===== src/rtl/mole_game_core.sv =====
// Whack-a-mole game core: switch toggle detection, pseudo-random mole placement,
// score keeping and a per-second countdown.
module mole_game_core #(
   parameter int unsigned N_HOLES     = 16,
   parameter int unsigned SEC_DIV     = 100000000,
   parameter int unsigned GAME_SECS   = 30,
   parameter int unsigned MOLE_CYCLES = 150000000,
   parameter int unsigned SCORE_W     = 8
) (
   input  logic               clk,
   input  logic               reset,
   input  logic               start,
   input  logic               penalty_en,
   input  logic [N_HOLES-1:0] sw,
   output logic [N_HOLES-1:0] LED,
   output logic [SCORE_W-1:0] score,
   output logic [7:0]         time_left,
   output logic               playing,
   output logic               game_over
);

   localparam int unsigned IDX_W  = $clog2(N_HOLES);
   localparam int unsigned SEC_W  = (SEC_DIV > 1) ? $clog2(SEC_DIV) : 1;
   localparam int unsigned MOLE_W = (MOLE_CYCLES > 1) ? $clog2(MOLE_CYCLES) : 1;
   localparam logic [SCORE_W-1:0] SCORE_MAX = '1;
   localparam logic [N_HOLES-1:0] LED_ONE   = N_HOLES'(1);

   typedef enum logic [1:0] {IDLE, PLAY, OVER} state_t;

   state_t             state_q, state_d;
   logic [N_HOLES-1:0] sw_meta, sw_sync, sw_hist, toggle;
   logic [15:0]        lfsr_q, lfsr_d;
   logic [IDX_W-1:0]   idx_q, idx_d, idx_new;
   logic [N_HOLES-1:0] led_q, led_d;
   logic [SCORE_W-1:0] score_q, score_d;
   logic [7:0]         time_q, time_d;
   logic [SEC_W-1:0]   sec_q, sec_d;
   logic [MOLE_W-1:0]  mole_q, mole_d;
   logic               pen_q, pen_d;
   logic               playing_q, over_q;
   logic               hit, miss, sec_wrap, mole_expire;

   // Synchronizer and history run through reset so history always equals synced sw.
   always_ff @(posedge clk) begin
      sw_meta <= sw;
      sw_sync <= sw_meta;
      sw_hist <= sw_sync;
   end

   always_ff @(posedge clk) begin
      if (reset) begin
         state_q   <= IDLE;
         lfsr_q    <= 16'hACE1;
         idx_q     <= '0;
         led_q     <= '0;
         score_q   <= '0;
         time_q    <= 8'(GAME_SECS);
         sec_q     <= '0;
         mole_q    <= '0;
         pen_q     <= 1'b0;
         playing_q <= 1'b0;
         over_q    <= 1'b0;
      end else begin
         state_q   <= state_d;
         lfsr_q    <= lfsr_d;
         idx_q     <= idx_d;
         led_q     <= led_d;
         score_q   <= score_d;
         time_q    <= time_d;
         sec_q     <= sec_d;
         mole_q    <= mole_d;
         pen_q     <= pen_d;
         playing_q <= (state_d == PLAY);
         over_q    <= (state_d == OVER);
      end
   end

   always_comb begin
      toggle      = sw_sync ^ sw_hist;
      lfsr_d      = {lfsr_q[14:0], lfsr_q[15] ^ lfsr_q[13] ^ lfsr_q[12] ^ lfsr_q[10]};
      idx_new     = (lfsr_q[IDX_W-1:0] == idx_q) ? idx_q + IDX_W'(1) : lfsr_q[IDX_W-1:0];
      hit         = (state_q == PLAY) && (|(toggle & led_q));
      miss        = (state_q == PLAY) && !hit && (|(toggle & ~led_q));
      sec_wrap    = (sec_q == SEC_W'(SEC_DIV - 1));
      mole_expire = (mole_q == MOLE_W'(MOLE_CYCLES - 1));
   end

   always_comb begin
      state_d = state_q;
      idx_d   = idx_q;
      led_d   = led_q;
      score_d = score_q;
      time_d  = time_q;
      sec_d   = sec_q;
      mole_d  = mole_q;
      pen_d   = pen_q;
      case (state_q)
         IDLE, OVER: begin
            if (start) begin
               state_d = PLAY;
               score_d = '0;
               time_d  = 8'(GAME_SECS);
               sec_d   = '0;
               mole_d  = '0;
               pen_d   = penalty_en;
               idx_d   = idx_new;
               led_d   = LED_ONE << idx_new;
            end
         end
         PLAY: begin
            if (hit) begin
               if (score_q != SCORE_MAX) score_d = score_q + SCORE_W'(1);
            end else if (miss && pen_q) begin
               if (score_q != '0) score_d = score_q - SCORE_W'(1);
            end
            if (hit || mole_expire) begin
               idx_d  = idx_new;
               led_d  = LED_ONE << idx_new;
               mole_d = '0;
            end else begin
               mole_d = mole_q + MOLE_W'(1);
            end
            if (sec_wrap) begin
               sec_d  = '0;
               time_d = time_q - 8'd1;
               // Final second: the game ends here, but a hit on this edge is already counted.
               if (time_q == 8'd1) begin
                  state_d = OVER;
                  led_d   = '0;
               end
            end else begin
               sec_d = sec_q + SEC_W'(1);
            end
         end
         default: state_d = IDLE;
      endcase
   end

   assign LED       = led_q;
   assign score     = score_q;
   assign time_left = time_q;
   assign playing   = playing_q;
   assign game_over = over_q;

endmodule

===== config.mk =====
export PLATFORM = sky130hd
export DESIGN_NAME = mole_game_core
export DESIGN_NICKNAME = d
export VERILOG_FILES = /design/src/rtl/mole_game_core.sv
export SDC_FILE = /design/constraint.sdc
export NUM_CORES = 1
export LEC_CHECK = 0
export CAP_MARGIN = 20
export CORE_ASPECT_RATIO = 1.4
export CORE_MARGIN = 2
export CORE_UTILIZATION = 36
export CTS_CLUSTER_SIZE = 10
export DETAILED_ROUTE_END_ITERATION = 10
export PLACE_DENSITY = 0.58
export SLEW_MARGIN = 5
export SYNTH_ARGS = -nofsm -noshare
export SYNTH_HDL_FRONTEND = slang
export SYNTH_SLANG_ARGS = --single-unit

===== constraint.sdc =====
create_clock -name clk -period 4.05 [get_ports clk]
set_input_delay 0.81 -clock clk [delete_from_list [all_inputs] [get_ports clk]]
set_output_delay 0.81 -clock clk [all_outputs]
set_load 0.02 [all_outputs]

Yosys cells after proc, flatten, opt, wreduce, memory -nomap -nowiden
Cells that the tools add are included.
Word-level totals
  register bits: 160
  bits of input ports: 20
  output and inout port bits: 34
  word-level logic and storage cells: 88
Operators by class
  add/subtract/negate cells: 6
  equality and inequality tests: 15
  shifts and indexed selects: 1
  muxes and demuxes: 28
  bitwise logic cells: 7
  reduce and logical (&&, ||, !) cells: 17
Operators with widths (number)
  two-way mux 16 bit: 4
  two-way mux 28 bit: 2
  two-way mux 8 bit: 7
  one-hot mux 28 bit (2 select lines): 1
  two-way mux 27 bit: 2
  one-hot mux 27 bit (2 select lines): 1
  AND 16 bit: 2
  one-hot mux 16 bit (2 select lines): 1
  one-hot mux 8 bit (2 select lines): 2
  OR reduction 16 bit: 2
  adder 28 x 1 -> 28 bit (second input constant): 1
  == test 28 bit (second input constant): 1
  adder 27 x 1 -> 27 bit (second input constant): 1
  == test 27 bit (second input constant): 1
  inverter 16 bit: 1
  left shift 1 x 4 -> 16 bit (first input constant): 1
  subtractor 8 x 1 -> 8 bit (second input constant): 2
  bitwise XOR 16 bit: 1
  two-way mux 4 bit: 3
  inequality test 3 x 2 -> 1 bit (second input constant): 3
  adder 8 x 1 -> 8 bit (second input constant): 1
  == test 8 x 1 -> 1 bit (second input constant): 1
  inequality test 8 bit (second input constant): 1
  one-hot mux 4 bit (2 select lines): 1
  19 further kinds: 31

Logic depth before layout (Yosys ltp)
  depth after elaboration: 11
  depth in mapped cells: 15

Worst setup path before layout
No wires, ideal clock.
  kind: register to register
  from: register sw_hist[14]
  to: register score_q[7] (netlist: score[7])
  setup time: 0.078 ns
  arrival time: 3.227 ns
  path slack: 0.745 ns
  cell stages (with the launch flop): 15
  buffers on the path: 1
  cell sequence: dfxtp_1 > xor2_1 > a22o_1 > a221oi_1 > and4_1 > buf_2 > nand2b_1 > ha_1 > a21o_1 > a21oi_1 > o21ai_0 > o211a_1 > o21a_1 > or4_1 > a32oi_1
Between the ends
  longest elaborated chain between the ends: 10
  elaborated cells between the ends (all ways): 16
  those cells by class: eq/ne (3); mux (2); bitwise (3); reduce/logical (8)
Ends and longest elaborated chain
  start, declared: RTL line 31  | logic [N_HOLES-1:0] sw_meta, sw_sync, sw_hist, toggle;
  start signal, assigned: RTL line 47  | sw_hist <= sw_sync;
  bitwise XOR 16 bit *: RTL line 79  | toggle = sw_sync ^ sw_hist;
  AND 16 bit: RTL line 82  | hit = (state_q == PLAY) && (|(toggle & led_q));
  OR reduction 16 bit: RTL line 82
  logical AND 1 bit: RTL line 82
  zero test 1 bit: RTL line 83  | miss = (state_q == PLAY) && !hit && (|(toggle & ~led_q));
  logical AND 1 bit (2 in series): RTL line 83
  logical AND 1 bit: RTL line 113  | end else if (miss && pen_q) begin
  inequality test 3 x 2 -> 1 bit (no line)
  AND reduction 5 bit (no line)
  end signal, assigned: RTL line 68  | score_q <= score_d;
  end, declared: RTL line 35  | logic [SCORE_W-1:0] score_q, score_d;
Mark *: on every way between the ends. The rest lies on a longest branch, timed or not.
A chain may end at the register's enable or synchronous reset.

Final worst setup path
  from: register sw_hist[4]
  to: register score_q[7] (netlist: score[7])
Same word-level chain as after synthesis.

==> impl_metrics.csv <==
group,metric,value,unit
synthesis,synth-warning-count,0,
timing,setup_viol_count_final,0,
placed_design,place.gp.congestion,0.824,
worst_setup_path,crit_buf_inv,0,
detailed_routing,drc_errors,0,
cts,cts_tree,"yes",
cts,cts_inserted_buffers,17,
grt,grt-ovfl-total,0,
worst_hold_path,hp-class,"flip-flop to flip-flop",
power_and_ir_drop,p_per_area,485,mW/mm2
detailed_routing,vias,5123,
detailed_routing,wirelength,14200,um
worst_setup_path,critPathLaunch,"sw_hist[4]",
timing,min_period,3.39,ns
synthesis,netlist.top_cell.by_area,"dfxtp_1",
grt,grt_max_degree,36,
cells_and_area,nNetsFinal,813,
cts,clk_pin_slew_worst_paths,0.06,ns
worst_hold_path,min_from,"sw_meta[14]",
synthesis,ys_top_cells_by_area,"dfxtp_1 48%, xor2_1 6.6%, nor2_1 5.2%",
placed_design,dp_hpwl,10000,um
floorplan,die-area,0.0196,mm2
synthesis,yosys_most_used_dff,"dfxtp_1",
worst_setup_path,end_kind,"flip-flop",
synthesis,netlist.area_leader.share,0.480,
detailed_routing,drt_iter0_markers,198,
synthesis,synth_edf_count,0,
timing,timing.fmax,295,MHz
detailed_routing,drtAntennaViolNets,0,
cells_and_area,diodes,0,
worst_setup_path,crit_required,4.40,ns
placed_design,port_buffers,53,
floorplan,coreArea,0.0181,mm2
cts,cts_buffer_depth,2,
synthesis,synth-seq-cells,160,
cts,clkSinkCount,160,
detailed_routing,via_per_inst,4.95,
synthesis,seq_area_frac_synth,0.480,
cells_and_area,area_growth,20.6,%
cells_and_area,drive_gt1_frac,0.0831,
timing,finalClockSkew,0.00934,ns
worst_setup_path,slowest_delay,0.47,ns
worst_setup_path,critPathLaunchType,"flip-flop",
synthesis,synthArstFlopShare,0,
floorplan,die_w,119,um
synthesis,syn-cell-area,0.00667,mm2
worst_setup_path,path_cells,"xor2_1, a22o_1, a221oi_1, and4_1, nand2b_1, ha_1, a21o_1, a21oi_1, o21ai_0, o211a_1, o21a_1, or4_1, a32oi_1",
cts,postCtsSetupBuffers,0,
worst_setup_path,cpMaxStageDelayCell,"or4_1",
floorplan,start_util,0.369,
worst_setup_path,crit_type,"flip-flop to flip-flop",
grt,grtUsageTotal,0.152,
worst_setup_path,cp.arrival,3.74,ns
power_and_ir_drop,p_leak,2.88,nW
power_and_ir_drop,ir_worst_vdd,0.326,mV
timing,hold_violations,0,
detailed_routing,wl_per_cell,13.8,um
cts,clock_latency,0.43,ns
floorplan,rows,58,
worst_setup_path,reg2regPathDepth,13,
cells_and_area,fillers,1743,
synthesis,syn_inst,727,
grt,grt_pass1_vias,5015,
synthesis,syn_area_per_cell,9.17,um2
worst_setup_path,crit_fanout,8,
grt,grt_pass1_wl,23900,um
timing,relSlewSlack,0.352,
timing,rsz0062_at_grt,"false",
floorplan,die_y,165,um
timing,slew_viol_final,0,
cts,cts_hold_buf,0,
detailed_routing,dr.pass1.iters,4,
cts,cts_root_buf,"clkbuf_16",
worst_setup_path,r2r-start,"sw_hist[4]",
cts,post_cts_resize_count,0,
worst_hold_path,min_path_cells,0,
synthesis,synth_cell_types,61,
cts,htree_levels,4,
timing,final.setup.tns,0,ns
timing,period_share,0.837,
grt,antenna_found_initial,0,
job,maxCapViolCount,0,
power_and_ir_drop,finalPower,3.90,mW
worst_setup_path,cp.depth,13,
outcome,status,"finished, final reports clean",
timing,worst_slew_pin_slew,0.971,ns
floorplan,num_io_pins,54,
worst_setup_path,cp_top_family,"compound AO/OA/AOI/OAI gates",
synthesis,synth_fp_nets,759,
per-layer routing:
| metal | GRT usage | wire (um) | up-vias |
|---|---|---|---|
| li1 | - | - | 2638 |
| met2 | 0.259 | 6900 | 85 |
| met5 | 0 | 0 | - |
| met1 | 0.181 | 6560 | 2378 |
| met4 | 0.0563 | 254 | 0 |
| met3 | 0.0428 | 510 | 22 |
worst paths after layout:
| path | to | slack, ns |
|---|---|---|
| hold / removal | sw_sync[14] | 0.33 |
| setup / recovery | score[7] | 0.66 |
| hold reg to reg | sw_sync[14] | 0.33 |
| setup reg to reg | score[7] | 0.66 |
flip-flops by register name, summed over array words and instances, names as in the netlist:
| signal | flops |
|---|---|
| mole_q | 28 |
| sec_q | 27 |
| time_left | 8 |
| sw_meta | 16 |
| lfsr_q | 16 |
| score | 8 |
| idx_q | 4 |
| state_q | 2 |
| playing | 1 |
| sw_sync | 16 |
| LED | 16 |
| pen_q | 1 |
| sw_hist | 16 |
| game_over | 1 |
cell type report:
type,count,area (um2),area share
Multi-Input combinational cell,504,3180,0.396
Timing Repair Buffer,61,586,0.0728
Inverter,37,139,0.0173
Tap cell,240,300,0.0373
Clock inverter,15,208,0.0258
Clock buffer,17,425,0.0529
Sequential cell,160,3200,0.398
stage by stage:
stage           util  hold slack, ns  setup slack (ns)  cell area (um2)  instances
2_1_floorplan      -           0.310             0.745             6670        727
3_3_place_gp   0.410           0.310             0.625             7410       1002
3_5_place_dp   0.410           0.312             0.625             7410       1002
4_1_cts        0.445           0.327             0.631             8040       1034
5_1_grt        0.445           0.328             0.402             8040       1034
6_report       0.445           0.326             0.661             8040       1034
worst register-to-register path, cell delays in order, from the launching register on:
cell      delay [ns]
dfxtp_1         0.31
xor2_1          0.17
a22o_1          0.24
a221oi_1        0.26
and4_1          0.27
nand2b_1        0.29
ha_1            0.29
a21o_1          0.17
a21oi_1         0.23
o21ai_0         0.12
o211a_1         0.15
o21a_1          0.18
or4_1           0.47
a32oi_1         0.18
Yosys cell counts, types with 11 or more instances:
master and instances:
or2_2 11, nand4_1 17, dfxtp_1 160, xnor2_1 27, xor2_1 50, nor3_1 16, nor2_1 92, nand2b_1 11
inv_1 37, o21ai_0 23, clkbuf_1 15, ha_1 11, nand2_1 42, a21oi_1 36, nor2b_1 12, nand3_1 39
o2bb2ai_1 12
report_power, final:
group	switching, mW	internal, mW
sequential	0.0573	1.64
clock	0.675	1.04
combinational	0.291	0.203
total	1.02	2.88
cells by family after synthesis:
| kind of cell | Yosys count | synth area share |
|---|---|---|
| simple gates | 284 | 0.216 |
| compound gates | 129 | 0.133 |
| buf+inv | 63 | 0.0424 |
| mux | 2 | 0.00338 |
| fa+ha+maj | 12 | 0.0236 |
| xor+xnor | 77 | 0.101 |
| flops | 160 | 0.480 |
cells in the final DEF, fill, tap and decap left out, types with 3 or more instances in the layout:
cell type | netlist | routed
or2_2 | 11 | 11
o21ai_0 | 23 | 23
xor2_1 | 50 | 50
a22o_1 | 4 | 4
and2_1 | 3 | 3
or4_1 | 4 | 4
inv_6 | 0 | 3
clkdlybuf4s50_1 | 0 | 52
nor2_1 | 92 | 92
a22oi_1 | 9 | 9
o211ai_1 | 3 | 3
nor4_1 | 4 | 4
buf_4 | 0 | 8
o2bb2ai_1 | 12 | 12
a31oi_1 | 7 | 7
xnor2_1 | 27 | 27
and4_1 | 5 | 5
nor4b_1 | 5 | 5
nand4_1 | 17 | 17
a32o_1 | 4 | 4
dfxtp_1 | 160 | 160
nand2_1 | 42 | 42
or3_1 | 7 | 7
clkbuf_16 | 0 | 17
nor2b_1 | 12 | 12
and3_1 | 6 | 6
a221oi_1 | 4 | 4
nor3_1 | 16 | 16
inv_1 | 37 | 37
a21o_1 | 5 | 5
a311oi_1 | 3 | 3
ha_1 | 11 | 11
bufinv_16 | 0 | 4
nand2b_1 | 11 | 11
a21oi_1 | 36 | 36
nand3_1 | 39 | 39
clkinvlp_4 | 0 | 3
No activity file was read; power rests on OpenSTA's default activity.
